<file path="config.mk">
export PLATFORM = sky130hd
export DESIGN_NAME = mm6532_arb_flat
export DESIGN_NICKNAME = d
export VERILOG_FILES = /design/src/rtl/mm6532_arb_if.sv /design/src/rtl/mm6532_arb.sv /design/src/flat_wrapper.sv
export SDC_FILE = /design/constraint.sdc
export NUM_CORES = 1
export LEC_CHECK = 0
export CAP_MARGIN = 0
export CORE_MARGIN = 10
export CORE_UTILIZATION = 42
export CTS_BUF_LIST = sky130_fd_sc_hd__clkbuf_16
export CTS_CLUSTER_DIAMETER = 40
export CTS_CLUSTER_SIZE = 16
export DETAILED_ROUTE_END_ITERATION = 6
export GPL_ROUTABILITY_DRIVEN = 0
export PLACE_DENSITY = 0.9
export RECOVER_POWER = 25
export SYNTH_ARGS = -nofsm -noshare
export SYNTH_HDL_FRONTEND = slang
export SYNTH_SLANG_ARGS = --single-unit
</file>
<file path="constraint.sdc">
create_clock -name CLK -period 1.8 [get_ports CLK]
set_input_delay 0.36 -clock CLK [delete_from_list [all_inputs] [get_ports CLK]]
set_output_delay 0.36 -clock CLK [all_outputs]
set_load 0.01 [all_outputs]
</file>
<file path="src/rtl/mm6532_arb_if.sv">
// Request/response and RIOT bus signals for the two-requester MM6532 arbiter.
// The arbiter sits on the slave modport; the requesters and the RIOT model sit on master.
interface mm6532_arb_if;
    logic       R0_REQ;
    logic       R0_WE;
    logic       R0_RAM;
    logic [6:0] R0_A;
    logic [7:0] R0_WD;
    logic       R0_ACK;
    logic [7:0] R0_RD;

    logic       R1_REQ;
    logic       R1_WE;
    logic       R1_RAM;
    logic [6:0] R1_A;
    logic [7:0] R1_WD;
    logic       R1_ACK;
    logic [7:0] R1_RD;

    logic [1:0] RIOT_CS;
    logic       RIOT_RS_N;
    logic       RIOT_R_W;
    logic [6:0] RIOT_A;
    logic [7:0] RIOT_D_IN;
    logic [7:0] RIOT_D_OUT;

    logic       BUSY;

    modport slave (
        input  R0_REQ, R0_WE, R0_RAM, R0_A, R0_WD,
        input  R1_REQ, R1_WE, R1_RAM, R1_A, R1_WD,
        input  RIOT_D_OUT,
        output R0_ACK, R0_RD, R1_ACK, R1_RD,
        output RIOT_CS, RIOT_RS_N, RIOT_R_W, RIOT_A, RIOT_D_IN,
        output BUSY
    );

    modport master (
        output R0_REQ, R0_WE, R0_RAM, R0_A, R0_WD,
        output R1_REQ, R1_WE, R1_RAM, R1_A, R1_WD,
        output RIOT_D_OUT,
        input  R0_ACK, R0_RD, R1_ACK, R1_RD,
        input  RIOT_CS, RIOT_RS_N, RIOT_R_W, RIOT_A, RIOT_D_IN,
        input  BUSY
    );
endinterface

</file>
<file path="src/rtl/mm6532_arb.sv">
// Two-requester round-robin arbiter for a single MM6532 RIOT bus.
// A grant latches the winner's command straight into the bus registers, which
// then double as the transaction record for the whole ACCESS phase.
module mm6532_arb #(
    parameter int ACCESS_CYCLES = 1   // bus hold time per transaction, 1..4
) (
    input  logic         CLK,
    input  logic         RES,
    mm6532_arb_if.slave  bus
);

    typedef enum logic [1:0] {IDLE, ACCESS, DONE} state_t;

    localparam logic [1:0] CNT_LOAD = 2'(ACCESS_CYCLES - 1);

    state_t     state;
    logic [1:0] cnt;
    logic       last_grant;
    logic       owner;
    logic       grant;
    logic       any_req;

    logic       ack0_q, ack1_q;
    logic [7:0] rd0_q, rd1_q;
    logic [1:0] cs_q;
    logic       rs_n_q, r_w_q;
    logic [6:0] a_q;
    logic [7:0] d_in_q;
    logic       busy_q;

    logic       sel_we, sel_ram;
    logic [6:0] sel_a;
    logic [7:0] sel_wd;

    // Round-robin pick: a lone requester always wins, a conflict goes to the one not served last.
    always_comb begin
        any_req = bus.R0_REQ | bus.R1_REQ;
        grant   = 1'b0;
        if (bus.R0_REQ && bus.R1_REQ)
            grant = ~last_grant;
        else if (bus.R1_REQ)
            grant = 1'b1;
        sel_we  = grant ? bus.R1_WE  : bus.R0_WE;
        sel_ram = grant ? bus.R1_RAM : bus.R0_RAM;
        sel_a   = grant ? bus.R1_A   : bus.R0_A;
        sel_wd  = grant ? bus.R1_WD  : bus.R0_WD;
    end

    // Transaction FSM; every output is a register so nothing combinational reaches the RIOT pins.
    always_ff @(posedge CLK or posedge RES) begin
        if (RES) begin
            state      <= IDLE;
            cnt        <= 2'd0;
            last_grant <= 1'b1;
            owner      <= 1'b0;
            ack0_q     <= 1'b0;
            ack1_q     <= 1'b0;
            rd0_q      <= 8'h00;
            rd1_q      <= 8'h00;
            cs_q       <= 2'b00;
            rs_n_q     <= 1'b1;
            r_w_q      <= 1'b1;
            a_q        <= 7'h00;
            d_in_q     <= 8'h00;
            busy_q     <= 1'b0;
        end else begin
            ack0_q <= 1'b0;
            ack1_q <= 1'b0;
            case (state)
                IDLE: begin
                    if (any_req) begin
                        state      <= ACCESS;
                        cnt        <= CNT_LOAD;
                        owner      <= grant;
                        last_grant <= grant;
                        busy_q     <= 1'b1;
                        cs_q       <= 2'b01;
                        rs_n_q     <= ~sel_ram;
                        r_w_q      <= ~sel_we;
                        a_q        <= sel_a;
                        d_in_q     <= sel_wd;
                    end
                end
                ACCESS: begin
                    if (cnt == 2'd0) begin
                        state  <= DONE;
                        cs_q   <= 2'b00;
                        rs_n_q <= 1'b1;
                        r_w_q  <= 1'b1;
                        a_q    <= 7'h00;
                        d_in_q <= 8'h00;
                        if (owner) ack1_q <= 1'b1;
                        else       ack0_q <= 1'b1;
                        // r_w_q still holds the latched direction at this edge
                        if (r_w_q) begin
                            if (owner) rd1_q <= bus.RIOT_D_OUT;
                            else       rd0_q <= bus.RIOT_D_OUT;
                        end
                    end else begin
                        cnt <= cnt - 2'd1;
                    end
                end
                DONE: begin
                    state  <= IDLE;
                    busy_q <= 1'b0;
                end
                default: begin
                    state  <= IDLE;
                    busy_q <= 1'b0;
                end
            endcase
        end
    end

    assign bus.R0_ACK    = ack0_q;
    assign bus.R1_ACK    = ack1_q;
    assign bus.R0_RD     = rd0_q;
    assign bus.R1_RD     = rd1_q;
    assign bus.RIOT_CS   = cs_q;
    assign bus.RIOT_RS_N = rs_n_q;
    assign bus.RIOT_R_W  = r_w_q;
    assign bus.RIOT_A    = a_q;
    assign bus.RIOT_D_IN = d_in_q;
    assign bus.BUSY      = busy_q;

endmodule

</file>
<file path="src/flat_wrapper.sv">
// flat-port wrapper written by rule: the top's interface ports become plain ports
module mm6532_arb_flat 
#(
    parameter int ACCESS_CYCLES = 1                                         
)
  (CLK, RES, bus_R0_REQ, bus_R0_WE, bus_R0_RAM, bus_R0_A, bus_R0_WD, bus_R1_REQ, bus_R1_WE, bus_R1_RAM, bus_R1_A, bus_R1_WD, bus_RIOT_D_OUT, bus_R0_ACK, bus_R0_RD, bus_R1_ACK, bus_R1_RD, bus_RIOT_CS, bus_RIOT_RS_N, bus_RIOT_R_W, bus_RIOT_A, bus_RIOT_D_IN, bus_BUSY);
  mm6532_arb_if bus_i ();
  input  logic CLK;
  input  logic RES;
  input wire logic [$bits(bus_i.R0_REQ)-1:0] bus_R0_REQ;
  input wire logic [$bits(bus_i.R0_WE)-1:0] bus_R0_WE;
  input wire logic [$bits(bus_i.R0_RAM)-1:0] bus_R0_RAM;
  input wire logic [$bits(bus_i.R0_A)-1:0] bus_R0_A;
  input wire logic [$bits(bus_i.R0_WD)-1:0] bus_R0_WD;
  input wire logic [$bits(bus_i.R1_REQ)-1:0] bus_R1_REQ;
  input wire logic [$bits(bus_i.R1_WE)-1:0] bus_R1_WE;
  input wire logic [$bits(bus_i.R1_RAM)-1:0] bus_R1_RAM;
  input wire logic [$bits(bus_i.R1_A)-1:0] bus_R1_A;
  input wire logic [$bits(bus_i.R1_WD)-1:0] bus_R1_WD;
  input wire logic [$bits(bus_i.RIOT_D_OUT)-1:0] bus_RIOT_D_OUT;
  output wire logic [$bits(bus_i.R0_ACK)-1:0] bus_R0_ACK;
  output wire logic [$bits(bus_i.R0_RD)-1:0] bus_R0_RD;
  output wire logic [$bits(bus_i.R1_ACK)-1:0] bus_R1_ACK;
  output wire logic [$bits(bus_i.R1_RD)-1:0] bus_R1_RD;
  output wire logic [$bits(bus_i.RIOT_CS)-1:0] bus_RIOT_CS;
  output wire logic [$bits(bus_i.RIOT_RS_N)-1:0] bus_RIOT_RS_N;
  output wire logic [$bits(bus_i.RIOT_R_W)-1:0] bus_RIOT_R_W;
  output wire logic [$bits(bus_i.RIOT_A)-1:0] bus_RIOT_A;
  output wire logic [$bits(bus_i.RIOT_D_IN)-1:0] bus_RIOT_D_IN;
  output wire logic [$bits(bus_i.BUSY)-1:0] bus_BUSY;
  assign bus_i.R0_REQ = bus_R0_REQ;
  assign bus_i.R0_WE = bus_R0_WE;
  assign bus_i.R0_RAM = bus_R0_RAM;
  assign bus_i.R0_A = bus_R0_A;
  assign bus_i.R0_WD = bus_R0_WD;
  assign bus_i.R1_REQ = bus_R1_REQ;
  assign bus_i.R1_WE = bus_R1_WE;
  assign bus_i.R1_RAM = bus_R1_RAM;
  assign bus_i.R1_A = bus_R1_A;
  assign bus_i.R1_WD = bus_R1_WD;
  assign bus_i.RIOT_D_OUT = bus_RIOT_D_OUT;
  assign bus_R0_ACK = bus_i.R0_ACK;
  assign bus_R0_RD = bus_i.R0_RD;
  assign bus_R1_ACK = bus_i.R1_ACK;
  assign bus_R1_RD = bus_i.R1_RD;
  assign bus_RIOT_CS = bus_i.RIOT_CS;
  assign bus_RIOT_RS_N = bus_i.RIOT_RS_N;
  assign bus_RIOT_R_W = bus_i.RIOT_R_W;
  assign bus_RIOT_A = bus_i.RIOT_A;
  assign bus_RIOT_D_IN = bus_i.RIOT_D_IN;
  assign bus_BUSY = bus_i.BUSY;
  mm6532_arb #(.ACCESS_CYCLES(ACCESS_CYCLES)) u_core (.CLK(CLK), .RES(RES), .bus(bus_i));
endmodule
</file>
======== Word-level counts from Yosys, hierarchy flattened ========
Index checks and enable logic that the tools add are counted.
storage, ports and cells
  bits in registers ....................... 44
  bits of input ports ..................... 46
  output and inout port bits .............. 38
operators by class
  $add $sub $neg .......................... 1
  equal/unequal tests ..................... 4
  mux-type cells .......................... 33
  bitwise gates (word level) .............. 6
  reductions and logical operators ........ 11
operator list
  kind                                                   number
  two-way mux 8 bit                                      3
  two-way mux 7 bit                                      3
  one-hot mux 8 bit (2 select lines)                     1
  two-way mux 1 bit                                      14
  one-hot mux 7 bit (2 select lines)                     1
  one-hot mux 2 bit (2 select lines)                     3
  two-way mux 2 bit                                      5
  AND reduction 4 bit                                    2
  one-hot mux 1 bit (2 select lines)                     3
  AND reduction 2 bit                                    3
  AND reduction 3 bit                                    2
  NOT 1 bit                                              5
  zero test 2 bit                                        2
  inequality test 2 x 1 -> 1 bit, second input constant  2
  == test 2 x 1 -> 1 bit, second input constant          1
  inequality test 2 bit, second input constant           1
  nonzero test 2 bit                                     1
  subtractor 2 x 1 -> 2 bit, second input constant       1
  logical AND 1 bit                                      1
  OR 1 bit                                               1

======== Logic depth before layout (Yosys ltp) ========
  depth after elaboration ................. 6
  depth in mapped cells ................... 7
  depth with buffers taken out ............ 5

======== Least setup slack after synthesis ========
No wires, ideal clock.
  path kind ............................... register -> register
  from .................................... reg u_core.cnt[0]
  to ...................................... reg u_core.rd0_q[0], in the netlist u_core.bus.R0_RD[0]
  library setup time ...................... 0.125 ns
  data arrival time ....................... 1.409 ns
  path slack .............................. 0.266 ns
  stages on the path, launching flop included .. 6
  buffers on the path ..................... 0
  cells stage by stage .................... dfrtp_1 inv_1 ha_1 nand3b_4 nor3_4 mux2_2
on the way
  cells in the longest elaborated chain, start to end .. 2
RTL lines
  item                                  line               RTL
  from (decl)                           mm6532_arb.sv:17   logic [1:0] cnt;
  from (signal assigned)                mm6532_arb.sv:100  cnt <= cnt - 2'd1;
  zero test 2 bit                       mm6532_arb.sv:85   if (cnt == 2'd0) begin
  AND reduction 4 bit (no source line)  n/a
  to (signal assigned)                  mm6532_arb.sv:97   else rd0_q <= bus.RIOT_D_OUT;
  to (decl)                             mm6532_arb.sv:24   logic [7:0] rd0_q, rd1_q;
Every way passes these cells.
A chain may end at the register's enable or synchronous reset.

======== Worst setup path after layout ========
  from .................................... reg u_core.r_w_q, in the netlist u_core.bus.RIOT_R_W
  to ...................................... out bus_RIOT_R_W
RTL lines
  item                    line                RTL
  from (decl)             mm6532_arb.sv:26    logic rs_n_q, r_w_q;
  from (signal assigned)  mm6532_arb.sv:79    r_w_q <= ~sel_we;
  to (decl)               flat_wrapper.sv:27  output wire logic [$bits(bus_i.RIOT_R_W)-1:0] bus_RIOT_R_W;
No word-level cell between the ends.

==> results.json <==
{
  "finalHoldViolCount": 0,
  "grt_overflow_total": 0,
  "synth_edf_count": 0,
  "die_w_um": 87.56,
  "crit_buf_inv": 1,
  "slowest_delay_ns": 0.56,
  "r2r_end": "u_core.bus.R1_RD[5]",
  "htree_num_levels": 2,
  "tightest_slew_ns": 0.7064,
  "ant_nets": 0,
  "dp.cells": 269,
  "arrival_ns": 1.38,
  "wire_per_inst_um": 17.94,
  "drv_slew": 0,
  "grt_use_met1_pct": 14.86,
  "synth-xor-area-share_pct": 0,
  "synthCells": 136,
  "final_nets": 272,
  "use_met3_pct": 7.057,
  "cts_inserted_buffers": 5,
  "rsz0062_at_grt": "false",
  "yosys.area_share.adder_pct": 1.305,
  "fmax_mhz": 575.8,
  "maxSlewHeadroom_pct": 52.83,
  "rows": 24,
  "worstHoldStart": "u_core.bus.RIOT_RS_N",
  "dp_hpwl_mm": 3.858,
  "cts_sinks": 43,
  "synth-compound-area-share_pct": 12.99,
  "fin_cells": 277,
  "r2r_start": "u_core.cnt[0]",
  "drc": 0,
  "yosys_warnings": 0,
  "layout_min_cycle_time_ns": 1.737,
  "p_per_area_nw_per_um2": 1598,
  "cts_tree": "done",
  "muxShareOfSynthArea_pct": 18.28,
  "grt-busiest-layer": "met2",
  "grt_usage_pct": 13.42,
  "synth_top_flop_cell": "dfrtp_1",
  "syn_nets": 184,
  "rrSetupSlack_ns": 0.14,
  "areaGrowthSynthToFinish_pct": 54.83,
  "whs_path_depth": 2,
  "clkTransAtPathRegs_ns": 0.05,
  "worstPathCellList": "clkdlybuf4s50_1",
  "vias": 1392,
  "ys_seq_area_share_pct": 56.33,
  "hold_buffers": 0,
  "drv_cap": 0,
  "min_to": "u_core.bus.RIOT_RS_N",
  "synth_simple_gate_area_share_pct": 5.287,
  "drt_iter0_drc": 47,
  "path_class": "flop to output pin",
  "port_buffers": 82,
  "cp-end-kind": "output pin",
  "antenna_found_initial": 0,
  "placed_cell_area_um2": 2815,
  "synth_top_family_by_area": "multiplexers",
  "antenna_cells": 0,
  "viasPerCell": 5.025,
  "post-route-period-util_pct": 96.48,
  "clockBufferDepth": 2,
  "total_leakage_power_uw": 0.001294,
  "core_area_um2": 4384,
  "status": "completed",
  "grt_pass1_wl_mm": 8.121,
  "dr.pass1.iters": 4,
  "required_ns": 1.44,
  "ios": 84,
  "post_cts_buffers": 0,
  "crit_path_start_kind": "flop",
  "crit_fanout": 3,
  "post_cts_resized": 0,
  "die_area_um2": 7666,
  "p_total_uw": 4744,
  "hold_class": "flop to flop",
  "finClkSkew_ns": 0.006181,
  "drt-total-wl_mm": 4.970,
  "async_reset_ff_share_pct": 100.0,
  "ys_seq_elements": 43,
  "avgSynthCellArea_um2": 14.09,
  "synth_area_um2": 1917,
  "fin_setup_tns_ns": 0,
  "ir_drop_v": 0.0009137,
  "clk_latency_ns": 0.28,
  "ys_types": 32,
  "grt_pass1_vias": 1560,
  "r2r_cells": 5,
  "die_h_um": 87.56,
  "layout-drive-gt1-share_pct": 17.78,
  "grt_max_degree": 19,
  "met2_usage_pct": 21.96,
  "setup_violations": 0,
  "worst_path_max_delay_cell": "dfstp_2",
  "final_util_pct": 67.69,
  "start_util_pct": 43.72,
  "clockRootBuffer": "clkbuf_16",
  "finalInstanceArea_um2": 2968,
  "critPathTopFamily": "flip-flops"
}
## metal layers
layer | routed length (µm) | vias up | share of wire [%]
li1 | - | 669 | -
met4 | 74 | 0 | 1.5
met3 | 486 | 9 | 9.8
met1 | 1901 | 664 | 38
met5 | 0 | - | 0
met2 | 2508 | 50 | 50
## per-stage QoR
stage | hold WS (ns) | worst slack, ns
floorplan | 0.4229 | 0.2664
global placement | 0.4622 | 0.07080
detailed placement | 0.4669 | 0.02563
CTS | 0.3881 | 0.05213
global route | 0.4960 | 0.02504
finish | 0.4751 | 0.06336
## cell usage after synthesis (2+ instances only)
master     count  share of area [%]
dfrtp_1       40                 52
mux2i_1       17                8.9
mux2_2        16                9.4
o2bb2ai_1     15                6.9
inv_1          8                1.6
buf_6          4                2.3
a22o_1         3                1.4
dfstp_2        3                4.1
nand2_1        3               0.59
a21oi_1        2               0.52
a2bb2oi_2      2                1.6
buf_2          2               0.52
ha_1           2                1.3
## cell type report
cell class	instances	area, µm²
Inverter	8	30.03
Fill cell	340	1416
Multi-Input combinational cell	77	729.5
Sequential cell	43	1080
Clock buffer	5	125.1
Tap cell	52	65.06
Timing Repair Buffer	89	900.9
Clock inverter	3	37.54
## flip-flops by register name (all words and copies together), names as in the netlist
signal,flops
u_core.bus.R0_RD,8
u_core.state,2
u_core.bus.RIOT_RS_N,1
u_core.bus.RIOT_D_IN,8
u_core.last_grant,1
u_core.owner,1
u_core.bus.R0_ACK,1
u_core.bus.R1_ACK,1
u_core.bus.RIOT_CS,1
u_core.bus.RIOT_A,7
u_core.bus.BUSY,1
u_core.bus.RIOT_R_W,1
u_core.cnt,2
u_core.bus.R1_RD,8
## worst max path at each step
stage                        startpoint                   end  slack (ns)  depth (start not counted)
floorplan                 u_core.cnt[0]   u_core.bus.R0_RD[0]        0.27                          5
global placement             bus_R1_REQ  u_core.bus.RIOT_RS_N        0.07                          5
detailed placement           bus_R1_REQ  u_core.bus.RIOT_A[6]        0.03                          5
CTS                 u_core.bus.RIOT_R_W          bus_RIOT_R_W        0.05                          1
global route        u_core.bus.RIOT_R_W          bus_RIOT_R_W        0.03                          1
finish              u_core.bus.RIOT_R_W          bus_RIOT_R_W        0.06                          1
## layout by cell type, fill, tap and decap left out, types with 2 or more instances in the layout
master | synthesis | routed
a21oi_1 | 2 | 2
a22o_1 | 3 | 3
a2bb2oi_2 | 2 | 2
buf_12 | 0 | 2
buf_4 | 1 | 3
clkbuf_16 | 0 | 5
clkdlybuf4s50_1 | 0 | 81
dfrtp_1 | 40 | 40
dfstp_2 | 3 | 3
ha_1 | 2 | 2
inv_1 | 8 | 9
mux2_2 | 16 | 16
mux2i_1 | 17 | 17
nand2_1 | 3 | 3
o2bb2ai_1 | 15 | 15
## cells by family after synthesis
| kind of cell | count (synthesis) |
|---|---|
| buf+inv | 16 |
| compound gates | 29 |
| mux | 33 |
| fa+ha+maj | 2 |
| other cells | 1 |
| flops | 43 |
| simple gates | 12 |
## power by group
| part | total, µW | internal, µW | switching (µW) |
|---|---|---|---|
| combinational | 2080 | 1240 | 834 |
| sequential | 1680 | 1410 | 275 |
| clock | 983 | 644 | 339 |
(Power assumes the default switching activity.)
